<file path="src/rtl/fp_divsqrt_seq.sv">
// Radix-2 mantissa divide / square-root engine: one result bit per clock, done 26 cycles after start.
// A start is taken only while idle; a start that arrives while busy is dropped.
module fp_divsqrt_seq #(
  parameter int ITER = 26
) (
  input  logic        clock,
  input  logic        resetn,
  input  logic        start,
  input  logic        op_sqrt,
  input  logic [23:0] a,
  input  logic [23:0] b,
  input  logic [25:0] x,
  output logic [25:0] q,
  output logic        sticky,
  output logic        dz,
  output logic        busy,
  output logic        done,
  output logic [4:0]  count_div,
  output logic [4:0]  count_sqrt
);

  localparam logic [0:0] S_IDLE   = 1'b0;
  localparam logic [0:0] S_RUN    = 1'b1;
  localparam logic [4:0] CNT_LOAD = 5'(ITER);

  logic [0:0]  r_state;
  logic        r_op_sqrt;
  logic [4:0]  r_cnt;
  logic [23:0] r_b;
  logic [24:0] r_drem;
  logic [25:0] r_dvd;
  logic [25:0] r_srem_lo;
  logic        r_sneg;
  logic [25:0] r_rad;
  logic [25:0] r_q;
  logic        r_sticky;
  logic        r_dz;
  logic        r_done;

  logic [25:0] w_dshift;
  logic [25:0] w_dtrial;
  logic        w_dbit;
  logic [25:0] w_dsel;
  logic [27:0] w_sshift;
  logic [27:0] w_srem_nxt;
  logic        w_sbit;
  logic [25:0] w_sq_nxt;
  logic [27:0] w_srem_fix;
  logic        w_bit;
  logic        w_sticky;
  logic        w_last;
  logic        w_dz;

  // Restoring divide; the shifted remainder stays below 2^25, so bit 25 of the trial is its sign.
  assign w_dshift = {r_drem, r_dvd[25]};
  assign w_dtrial = w_dshift - {2'b00, r_b};
  assign w_dbit   = ~w_dtrial[25];
  assign w_dsel   = w_dbit ? w_dtrial : w_dshift;

  // Non-restoring sqrt in 28-bit two's complement; only the sign and low 26 bits feed the next step.
  assign w_sshift   = {r_srem_lo, r_rad[25:24]};
  assign w_srem_nxt = r_sneg ? (w_sshift + {r_q, 2'b11}) : (w_sshift - {r_q, 2'b01});
  assign w_sbit     = ~w_srem_nxt[27];
  assign w_sq_nxt   = {r_q[24:0], w_sbit};
  assign w_srem_fix = w_srem_nxt[27] ? (w_srem_nxt + {1'b0, w_sq_nxt, 1'b1}) : w_srem_nxt;

  assign w_bit    = r_op_sqrt ? w_sbit : w_dbit;
  assign w_sticky = r_op_sqrt ? (|w_srem_fix) : (|w_dsel);
  assign w_last   = (r_cnt == 5'd1);
  assign w_dz     = ~op_sqrt & (b == 24'd0);

  always_ff @(posedge clock or negedge resetn) begin
    if (!resetn) begin
      r_state   <= S_IDLE;
      r_op_sqrt <= 1'b0;
      r_cnt     <= '0;
      r_b       <= '0;
      r_drem    <= '0;
      r_dvd     <= '0;
      r_srem_lo <= '0;
      r_sneg    <= 1'b0;
      r_rad     <= '0;
      r_q       <= '0;
      r_sticky  <= 1'b0;
      r_dz      <= 1'b0;
      r_done    <= 1'b0;
    end else begin
      r_done <= 1'b0;
      if (r_state == S_IDLE) begin
        if (start) begin
          r_op_sqrt <= op_sqrt;
          r_b       <= b;
          // a>>1 < b, so the top 23 dividend bits sit in the remainder and yield no quotient bits.
          r_drem    <= {2'b00, a[23:1]};
          r_dvd     <= {a[0], 25'd0};
          r_srem_lo <= '0;
          r_sneg    <= 1'b0;
          r_rad     <= x;
          if (w_dz) begin
            r_q      <= '1;
            r_sticky <= 1'b1;
            r_dz     <= 1'b1;
            r_done   <= 1'b1;
          end else begin
            r_state  <= S_RUN;
            r_cnt    <= CNT_LOAD;
            r_q      <= '0;
            r_sticky <= 1'b0;
            r_dz     <= 1'b0;
          end
        end
      end else begin
        r_cnt     <= r_cnt - 5'd1;
        r_q       <= {r_q[24:0], w_bit};
        r_drem    <= w_dsel[24:0];
        r_dvd     <= {r_dvd[24:0], 1'b0};
        r_srem_lo <= w_srem_nxt[25:0];
        r_sneg    <= w_srem_nxt[27];
        r_rad     <= {r_rad[23:0], 2'b00};
        if (w_last) begin
          r_state  <= S_IDLE;
          r_done   <= 1'b1;
          r_sticky <= w_sticky;
        end
      end
    end
  end

  assign q          = r_q;
  assign sticky     = r_sticky;
  assign dz         = r_dz;
  assign busy       = (r_state == S_RUN);
  assign done       = r_done;
  assign count_div  = r_op_sqrt ? 5'd0 : r_cnt;
  assign count_sqrt = r_op_sqrt ? r_cnt : 5'd0;

endmodule

</file>
<file path="config.mk">
export PLATFORM = sky130hd
export DESIGN_NAME = fp_divsqrt_seq
export DESIGN_NICKNAME = d
export VERILOG_FILES = /design/src/rtl/fp_divsqrt_seq.sv
export SDC_FILE = /design/constraint.sdc
export NUM_CORES = 1
export LEC_CHECK = 0
export CAP_MARGIN = 20
export CORE_MARGIN = 2
export CORE_UTILIZATION = 25
export DETAILED_ROUTE_END_ITERATION = 10
export PLACE_DENSITY = 0.48
export SETUP_SLACK_MARGIN = 0.5
export SKIP_LAST_GASP = 1
export SLEW_MARGIN = 15
export SYNTH_ARGS = -nofsm -noshare
export SYNTH_HDL_FRONTEND = slang
export SYNTH_SLANG_ARGS = --single-unit
</file>
<file path="constraint.sdc">
create_clock -name clock -period 16.79 [get_ports clock]
set_input_delay 5.037 -clock clock [delete_from_list [all_inputs] [get_ports clock]]
set_output_delay 5.037 -clock clock [all_outputs]
set_load 0.01 [all_outputs]
</file>
==> results of run 1 <==
[synthesized netlist by cell type (6+ instances only)]
cell type,instances
nand4_1,16
o21bai_1,6
nor3_1,13
a21oi_1,102
buf_1,9
nor4_1,14
o21a_1,16
o21ai_0,132
o31ai_1,10
nand2_1,151
a21o_1,27
nand3_1,8
a211o_1,7
o211ai_1,6
nand2b_1,7
xnor2_1,56
inv_1,50
nor2b_1,24
and2_1,12
dfrtp_1,139
a22o_1,23
a211oi_1,17
nor2_1,57
ha_1,79
clkbuf_1,47
xor2_1,20
mux2_2,6
or4_1,11
mux2i_1,53
a31oi_1,11
[per-stage QoR]
stage	area (um^2)	hold WS, ns
global route	12840	0.5093
global placement	12220	0.4618
finish	12840	0.4801
detailed placement	12220	0.4685
CTS	12840	0.4860
floorplan	10520	0.4523
[final cells by class]
type	count	area share [%]
well taps	539	5.251
clock buffers	17	3.313
inverters	52	1.520
multi-input cells	976	51.67
repair buffers	125	9.577
clock inverters	15	1.559
flip-flops and latches	139	27.11
[registers in the layout, indices dropped and copies added (netlist names), 5 cells and up]
| name | cells |
|---|---|
| q | 26 |
| r_b | 24 |
| r_cnt | 5 |
| r_drem | 25 |
| r_rad | 26 |
| r_srem_lo | 26 |
[critical path: cells and delay by family]
| kind | cells | cell delay (ns) |
|---|---|---|
| and+or+nand+nor | 7 | 1.97 |
| buffers and inverters | 1 | 0.51 |
| AOI/OAI and AO/OA | 1 | 0.45 |
| xor gates and xnor gates | 1 | 0.14 |
[final timing paths]
kind | startpoint | cells after the start | to
worst min register to register | r_rad[19]$_DFFE_PN0N_ | 2 | r_rad[21]$_DFFE_PN0N_
max in group asynchronous | resetn | 2 | busy$_DFF_PN0_
worst max-delay path | b[1] | 10 | r_cnt[4]$_DFFE_PN0P_
worst max register to register | r_sneg$_DFFE_PN0N_ | 23 | sticky$_DFFE_PN0P_
min in group asynchronous | resetn | 1 | r_rad[5]$_DFFE_PN0N_
worst min-delay path | r_rad[19]$_DFFE_PN0N_ | 2 | r_rad[21]$_DFFE_PN0N_
[layer usage]
metal	up-vias	part of all wire (%)	GRT usage [%]
met5	-	0	0
met4	0	1.1	3.670
met3	19	3.9	2.765
met2	182	48	25.30
li1	4647	-	-
met1	4534	47	20.21
[cells by family after synthesis]
family | share of synthesized area [%]
AND/OR/NAND/NOR | 15.63
AO/OA/AOI/OAI | 25.44
buffers and inverters | 3.950
XOR/XNOR | 6.484
multiplexers | 5.830
flip-flops | 33.08
adder cells (fa/ha/maj) | 9.590
==> reports/qor.yml, run 1 <==
final_cell_mix: "151 x nand2_1, 138 x dfrtp_1, 132 x o21ai_0, 115 x clkdlybuf4s50_1, 102 x a21oi_1"
cts_tree: "done"
slew_viol_final: 0
num-nets-final: 1469
ys.flop_type: "dfrtp_1"
cp_slowest_cell: "nor4_1"
fin_crit_ns: 7.775
n_antenna_cell: 0
die_area_um2: 43720
drc: 0
drt-total-wl_um: 32500
ys_warn_count: 0
cts_root_buf: "clkbuf_16"
h-tree-depth: 4
rsz0062_at_grt: "false"
drt-initial-drc-count: 493
placed_cells: 1831
fin_util_pct: 30.75
cts_setup_buffers: 0
die-height_um: 209.1
numCtsBuffers: 17
synth-seq-cells: 139
synth_area_leaders: "dfrtp_1 33%, ha_1 9.4%, o21ai_0 6.3%"
clock_path_buffers: 2
critPathRequiredTime_ns: 17.13
antenna_left: 0
ys_types: 80
grt_first_pass_wirelength_um: 52320
fin_ws_ns: 9.015
floorplan.initialDensity_pct: 25.18
hpwl_um: 24170
synth_top_area_share_pct: 33.08
core_area_um2: 41760
synth_nets: 1383
grt_pass1_vias: 9231
cap_violations: 0
row_count: 75
port_buffers: 117
cts_sinks: 139
hold_path_class: "flop to flop"
finalSetupViolations: 0
clkSlewWorstSetupHoldPaths_ns: 0.07
io_pins: 118
ys_seq_area_share_pct: 33.08
end_kind: "flop"
status: "finished clean"
critPathKind: "input port to flop"
layout_commonest_cell: "nand2_1"
multi_input_area_um2: 6635
cp_max_fo: 6
synth_edf_count: 0
cp_cell_sequence: "clkdlybuf4s50_1 > nor4_1 > nand2_1 > nor4_1 > nand4_1 > a21oi_1 > nand2b_1 > nor3_1 > xnor2_1 > nand2_1"
area_growth_pct: 22.12
ff2ff_setup_slack_ns: 9.82
drive_gt1_share_pct: 5.740
routedWlPerCell_um: 17.45
track_usage_pct: 15.14
nFillCells: 4392
vias_per_cell: 5.036
synth_top_area_cell: "dfrtp_1"
finalHoldViolations: 0
synth_cells: 1225
die_w_um: 209.1
cts_resized: 0
syn_area_um2: 10520
antenna_found_initial: 0
worst_pin_slew_ns: 0.9960
clk_latency_ns: 0.45
async_flop_share_pct: 100.0
drtPass1Iterations: 5
pre_cts_ws_ns: 8.274
grt_max_degree: 92
min_period_over_period_pct: 46.31
skew_ns: 0.01289
dr_total_vias: 9382
gp_congestion: 0.8372
hold_buffers: 0
overflow: 0
instances_no_fill: 1863
fmax_mhz: 128.6
seq_area_um2: 3482
postSynthAreaPerCell_um2: 8.585
cp_slowest_stage_delay_ns: 0.57
start_kind: "input port"
cp.arrival_ns: 8.11
slew_headroom_pct: 33.44
tns_ns: 0
Power of run 1 is not shown: default switching activity piles up to over one toggle a cycle in this logic, so the estimate is an artifact.
==> run 2, diff against run 1 <==
==> constraint.sdc (replaced) <==
create_clock -name clock -period 7.67 [get_ports clock]
set_input_delay 2.301 -clock clock [delete_from_list [all_inputs] [get_ports clock]]
set_output_delay 2.301 -clock clock [all_outputs]
set_load 0.01 [all_outputs]
==> run 2 against run 1 <==
Compared with the run above:
- flip-flop and latch count stayed put
- hold slack lost 0.0045 ns
- register-to-register slack lost 8.7 ns
- wire length up 0.42%
- via count barely moved
- global-route usage rose by 0.12 points
- clock-buffer cell count increased by 1
- clock skew rose by 0.0027 ns
- first-iteration DRC count rose by 15%
==> reports/qor.yml, run 2 (same netlist as run 1, synthesis figures left out) <==
final_cell_mix: "151 x nand2_1, 138 x dfrtp_1, 132 x o21ai_0, 115 x clkdlybuf4s50_1, 102 x a21oi_1"
grt_max_degree: 91  # -1.1%
grt_first_pass_wirelength_um: 52790  # +0.91%
rsz0062_at_grt: "false"
antenna_left: 0  # unchanged
status: "finished clean"
slew_viol_final: 0  # unchanged
tns_ns: 0  # unchanged
clkSlewWorstSetupHoldPaths_ns: 0.07  # about the same
hold_path_class: "flop to flop"
row_count: 75  # unchanged
numCtsBuffers: 17  # unchanged
track_usage_pct: 15.26  # +0.12 points
drtPass1Iterations: 5  # unchanged
start_kind: "flop"
core_area_um2: 41760  # unchanged
n_antenna_cell: 0  # unchanged
whs_ns: 0.4756  # -0.004475 ns
fmax_mhz: 153.4
cts_sinks: 139  # unchanged
layout_commonest_cell: "nand2_1"
port_buffers: 117  # unchanged
dr_total_vias: 9373  # -0.096%
drive_gt1_share_pct: 5.736  # about the same
die_w_um: 209.1  # unchanged
slew_headroom_pct: 30.59  # -2.9 points
fin_area_um2: 12860  # +0.14%
hpwl_um: 24320  # +0.61%
clock_path_buffers: 2  # unchanged
drt-initial-drc-count: 565  # +15%
overflow: 0  # unchanged
end_kind: "flop"
die_area_um2: 43720  # unchanged
critPathRequiredTime_ns: 7.98  # -9.15 ns
placed_area_um2: 12220  # about the same
cts_setup_buffers: 0  # unchanged
clk_latency_ns: 0.44  # about the same
antenna_found_initial: 0  # unchanged
critPathKind: "flop to flop"
cts_resized: 0  # unchanged
floorplan.initialDensity_pct: 25.18  # unchanged
cp_max_fo: 9  # +3
h-tree-depth: 4  # unchanged
cts_tree: "done"
cap_violations: 0  # unchanged
routedWlPerCell_um: 17.51  # +0.37%
num-nets-final: 1470  # +0.068%
cp.arrival_ns: 6.82  # -1.29 ns
die-height_um: 209.1  # unchanged
drc: 0  # unchanged
hold_buffers: 0  # unchanged
drt-total-wl_um: 32640  # +0.42%
skew_ns: 0.01560  # +0.002703 ns
gp_congestion: 0.8440  # +0.81%
worst_pin_slew_ns: 1.039  # +0.04269 ns
io_pins: 118  # unchanged
fin_crit_ns: 6.518
area_growth_pct: 22.28
min_period_over_period_pct: 84.98
grt_pass1_vias: 9417  # +2.0%
vias_per_cell: 5.028  # -0.15%
cts_root_buf: "clkbuf_16"
finalSetupViolations: 0  # unchanged
finalHoldViolations: 0  # unchanged
[run 2: cell types whose count changed in the layout (fill, tap and decap cells not counted)]
| cell | delta |
|---|---|
| buf_4 | +1 |
| clkinvlp_4 | +1 |
| bufinv_16 | +1 |
| inv_8 | -2 |
| clkinv_4 | -1 |
| clkbuf_1 | +1 |
[run 2: per-layer routing]
layer	part of all wire, %	global-route usage (%)	up-vias
met5	0	0	-
met4	1.8	4.113	0
met3	4.1	3.126	34
met2	47	25.11	211
met1	47	20.32	4489
li1	-	-	4639
[run 2: worst max-delay path: stages, from the launching register on]
cell and delay [ns]:
dfrtp_1 0.41, ha_1 0.25, or4_1 0.59, o211a_1 0.28, o21a_1 0.24, a31o_2 0.29, a311o_1 0.32, a21oi_1 0.22
o21ai_0 0.12, a21o_1 0.21, a211o_1 0.30, ha_1 0.33, clkinv_1 0.28, mux2i_1 0.21, nor4_1 0.26, nand4_1 0.15
or4b_1 0.52, a2111oi_2 0.30, nand4_1 0.21, nor4_2 0.23, nand4_1 0.13, a2111oi_1 0.41, o31ai_1 0.14
[run 2: metrics by stage]
step	setup WS [ns]	util [%]	instances
finish	1.152	30.80	1864
global route	0.6672	30.80	1864
CTS	1.105	30.80	1864
detailed placement	1.149	29.27	1832
global placement	1.324	29.27	1832
floorplan	1.846	-	1225
[run 2: worst paths after layout]
| kind | from | to | slack [ns] | cells after the start |
|---|---|---|---|---|
| min in group asynchronous | resetn | r_rad[5]$_DFFE_PN0N_ | 1.96 | 1 |
| max | r_drem[2]$_DFFE_PN0N_ | sticky$_DFFE_PN0P_ | 1.15 | 22 |
| max reg2reg | r_drem[2]$_DFFE_PN0N_ | sticky$_DFFE_PN0P_ | 1.15 | 22 |
| max in group asynchronous | resetn | busy$_DFF_PN0_ | 4.44 | 2 |
| min | r_rad[15]$_DFFE_PN0N_ | r_rad[17]$_DFFE_PN0N_ | 0.48 | 2 |
| min reg2reg | r_rad[15]$_DFFE_PN0N_ | r_rad[17]$_DFFE_PN0N_ | 0.48 | 2 |
[run 2: layout make-up]
type / count / area, um^2
clock inverter: 14 / 206.4
multi-input combinational: 976 / 6635
clock buffer: 18 / 429.2
inverter: 52 / 195.2
tap: 539 / 674.4
timing repair buffer: 126 / 1237
fill: 4364 / 28900
sequential: 139 / 3482
Power of run 2 is left out for the same reason.
==> run 3, diff against run 2 <==
--- a/config.mk
+++ b/config.mk
@@ -9,7 +9,7 @@
 export CORE_MARGIN = 2
 export CORE_UTILIZATION = 25
 export DETAILED_ROUTE_END_ITERATION = 10
-export PLACE_DENSITY = 0.48
+export PLACE_DENSITY = 0.49
 export SETUP_SLACK_MARGIN = 0.5
 export SKIP_LAST_GASP = 1
 export SLEW_MARGIN = 15
==> constraint.sdc (replaced) <==
create_clock -name clock -period 5.98 [get_ports clock]
set_input_delay 1.794 -clock clock [delete_from_list [all_inputs] [get_ports clock]]
set_output_delay 1.794 -clock clock [all_outputs]
set_load 0.01 [all_outputs]
==> run 3 against run 2 <==
Compared with the run above:
- clock skew down 0.0039 ns
- flip-flop and latch count unchanged
- critical endpoint unchanged
- global-route usage is 0.38 points higher
- sequential share of layout area decreased by 1.6 points
- setup slack worse by 0.74 ns
- hold slack better by 0.0083 ns
- wire length up 2.7%
- utilization is 1.9 points higher
- first-iteration DRC count fell by 9.7%
- register-to-register slack got worse by 0.74 ns
- clock-buffer cell count rose by 1
- via count grew 2.9%
==> reports/qor.yml, run 3 (same netlist as run 1, synthesis figures left out) <==
status: "finished clean"
cp_common_cell: "nand4_1"
track_usage_pct: 15.64  # +0.38 points
overflow: 0  # unchanged
critPathRequiredTime_ns: 6.31  # -1.67 ns
drive_gt1_share_pct: 13.06  # +7.3 points
grt_first_pass_wirelength_um: 54100  # +2.5%
path_buf_inv: 0  # -1
cp_max_fo: 5  # -4
fmax_mhz: 179.7  # +17%
area_growth_pct: 29.85
cts_tree: "done"
ff2ff_setup_slack_ns: 0.42  # -0.74 ns
antenna_left: 0  # unchanged
clkSlewWorstSetupHoldPaths_ns: 0.06  # about the same
nFillCells: 4370  # +0.14%
cts_sinks: 139  # unchanged
crit_family: "compound AO/OA/AOI/OAI gates"
layout_commonest_cell: "nand2_1"
rsz0062_at_grt: "true"
clk_latency_ns: 0.44  # about the same
min_period_over_period_pct: 93.06  # +8.1 points
r2r_start: "r_drem[2]$_DFFE_PN0N_"
cts_root_buf: "clkbuf_16"
die-height_um: 209.1  # unchanged
start_kind: "flop"
crit_path_start: "r_drem[2]$_DFFE_PN0N_"
die_area_um2: 43720  # unchanged
floorplan.initialDensity_pct: 25.18  # unchanged
drt-total-wl_um: 33540  # +2.7%
clock_path_buffers: 2  # unchanged
end_kind: "flop"
core_area_um2: 41760  # unchanged
drt-initial-drc-count: 510  # -9.7%
gp_congestion: 0.8500  # +0.71%
cap_violations: 0  # unchanged
hpwl_um: 25380  # +4.4%
hold_path_class: "flop to flop"
cp_slowest_stage_delay_ns: 0.54  # -0.05 ns
tns_ns: 0  # unchanged
slew_viol_final: 0  # unchanged
vias_per_cell: 4.933  # -1.9%
grt_max_degree: 107  # +18%
finalHoldViolations: 0  # unchanged
multi_input_area_um2: 6789  # +2.3%
hold_start: "r_rad[12]$_DFFE_PN0N_"
h-tree-depth: 4  # unchanged
row_count: 75  # unchanged
io_pins: 118  # unchanged
numCtsBuffers: 17  # unchanged
cp.arrival_ns: 5.89  # -0.93 ns
finalSetupViolations: 0  # unchanged
critPathKind: "flop to flop"
cp_slowest_cell: "or4_4"
seq_area_um2: 3483  # about the same
n_antenna_cell: 0  # unchanged
die_w_um: 209.1  # unchanged
routedWlPerCell_um: 17.15  # -2.0%
port_buffers: 117  # unchanged
drtPass1Iterations: 5  # unchanged
fin_crit_ns: 5.565  # -0.9534 ns
num-nets-final: 1561  # +6.2%
slew_headroom_pct: 30.49  # -0.098 points
skew_ns: 0.01166  # -0.003932 ns
worst_pin_slew_ns: 1.043  # +0.003929 ns
dr_total_vias: 9644  # +2.9%
final_cell_mix: "151 x nand2_1, 137 x dfrtp_1, 130 x o21ai_0, 115 x clkdlybuf4s50_1, 99 x a21oi_1"
hold_buffers: 0  # unchanged
cp_cell_sequence: "ha_4 > or4_4 > o211a_1 > o21a_1 > a31o_4 > a311o_1 > a21oi_2 > o21ai_1 > a21o_1 > a211o_1 > ha_4 > mux2_4 > nor4_4 > nand4_1 > or4b_4 > a2111oi_4 > nand4_1 > nor4_2 > nand4_1 > a2111oi_4 > o31ai_1"
drc: 0  # unchanged
grt_pass1_vias: 9642  # +2.4%
antenna_found_initial: 0  # unchanged
## run 3: cell types whose count changed in the layout (fill, tap and decap cells not counted), sizes merged
cell / previous run / this run
clkinv: 1 / 6
bufinv: 4 / 1
clkbuf: 18 / 19
inv: 58 / 55
buf: 11 / 102
## run 3: through the flow
stage / area (um^2) / hold slack, ns / cells / setup slack (ns) / util [%]
2_1_floorplan: 10570 / 0.4523 / 1225 / 0.4875 / -
3_3_place_gp: 12880 / 0.4647 / 1914 / 0.1134 / 30.85
3_5_place_dp: 12880 / 0.4649 / 1914 / -0.07880 / 30.85
4_1_cts: 13530 / 0.4886 / 1950 / 0.07021 / 32.40
5_1_grt: 13660 / 0.5170 / 1955 / 0.08837 / 32.70
6_report: 13660 / 0.4839 / 1955 / 0.4152 / 32.70
## run 3: cell type report
cell class / instances / area share [%]
Clock inverter: 13 / 0.8521
Clock buffer: 19 / 3.244
Sequential cell: 139 / 25.51
Multi-Input combinational cell: 976 / 49.72
Inverter: 52 / 1.448
Timing Repair Buffer: 217 / 14.29
Tap cell: 539 / 4.939
## run 3: what timing repair did
item | CTS | global route
gates resized for setup | 9 | 16
setup buffers | 4 | 4
pin swaps | 15 | 11
setup endpoints to repair | 1 | 1
## run 3: layer usage
metal  up-vias  track usage [%]  routed length [um]
met4         0            3.448                 402
li1       4824                -                   -
met1      4619            20.80               15860
met2       176            26.25               16170
met3        25            3.066                1108
met5         -                0                   0
## run 3: worst min-delay path, cell delays in order, from the launching register on
cell and delay (ns):
dfrtp_1 0.34, nand2_1 0.05, o21ai_0 0.06
## run 3: path summary, 6_finish.rpt
kind | endpoint | cells past startpoint
setup / recovery | sticky$_DFFE_PN0P_ | 21
hold / removal | r_rad[14]$_DFFE_PN0N_ | 2
setup reg to reg | sticky$_DFFE_PN0P_ | 21
hold reg to reg | r_rad[14]$_DFFE_PN0N_ | 2
max in group asynchronous | q[13]$_DFFE_PN0N_ | 2
min in group asynchronous | r_rad[5]$_DFFE_PN0N_ | 1
Power of run 3 is left out for the same reason.
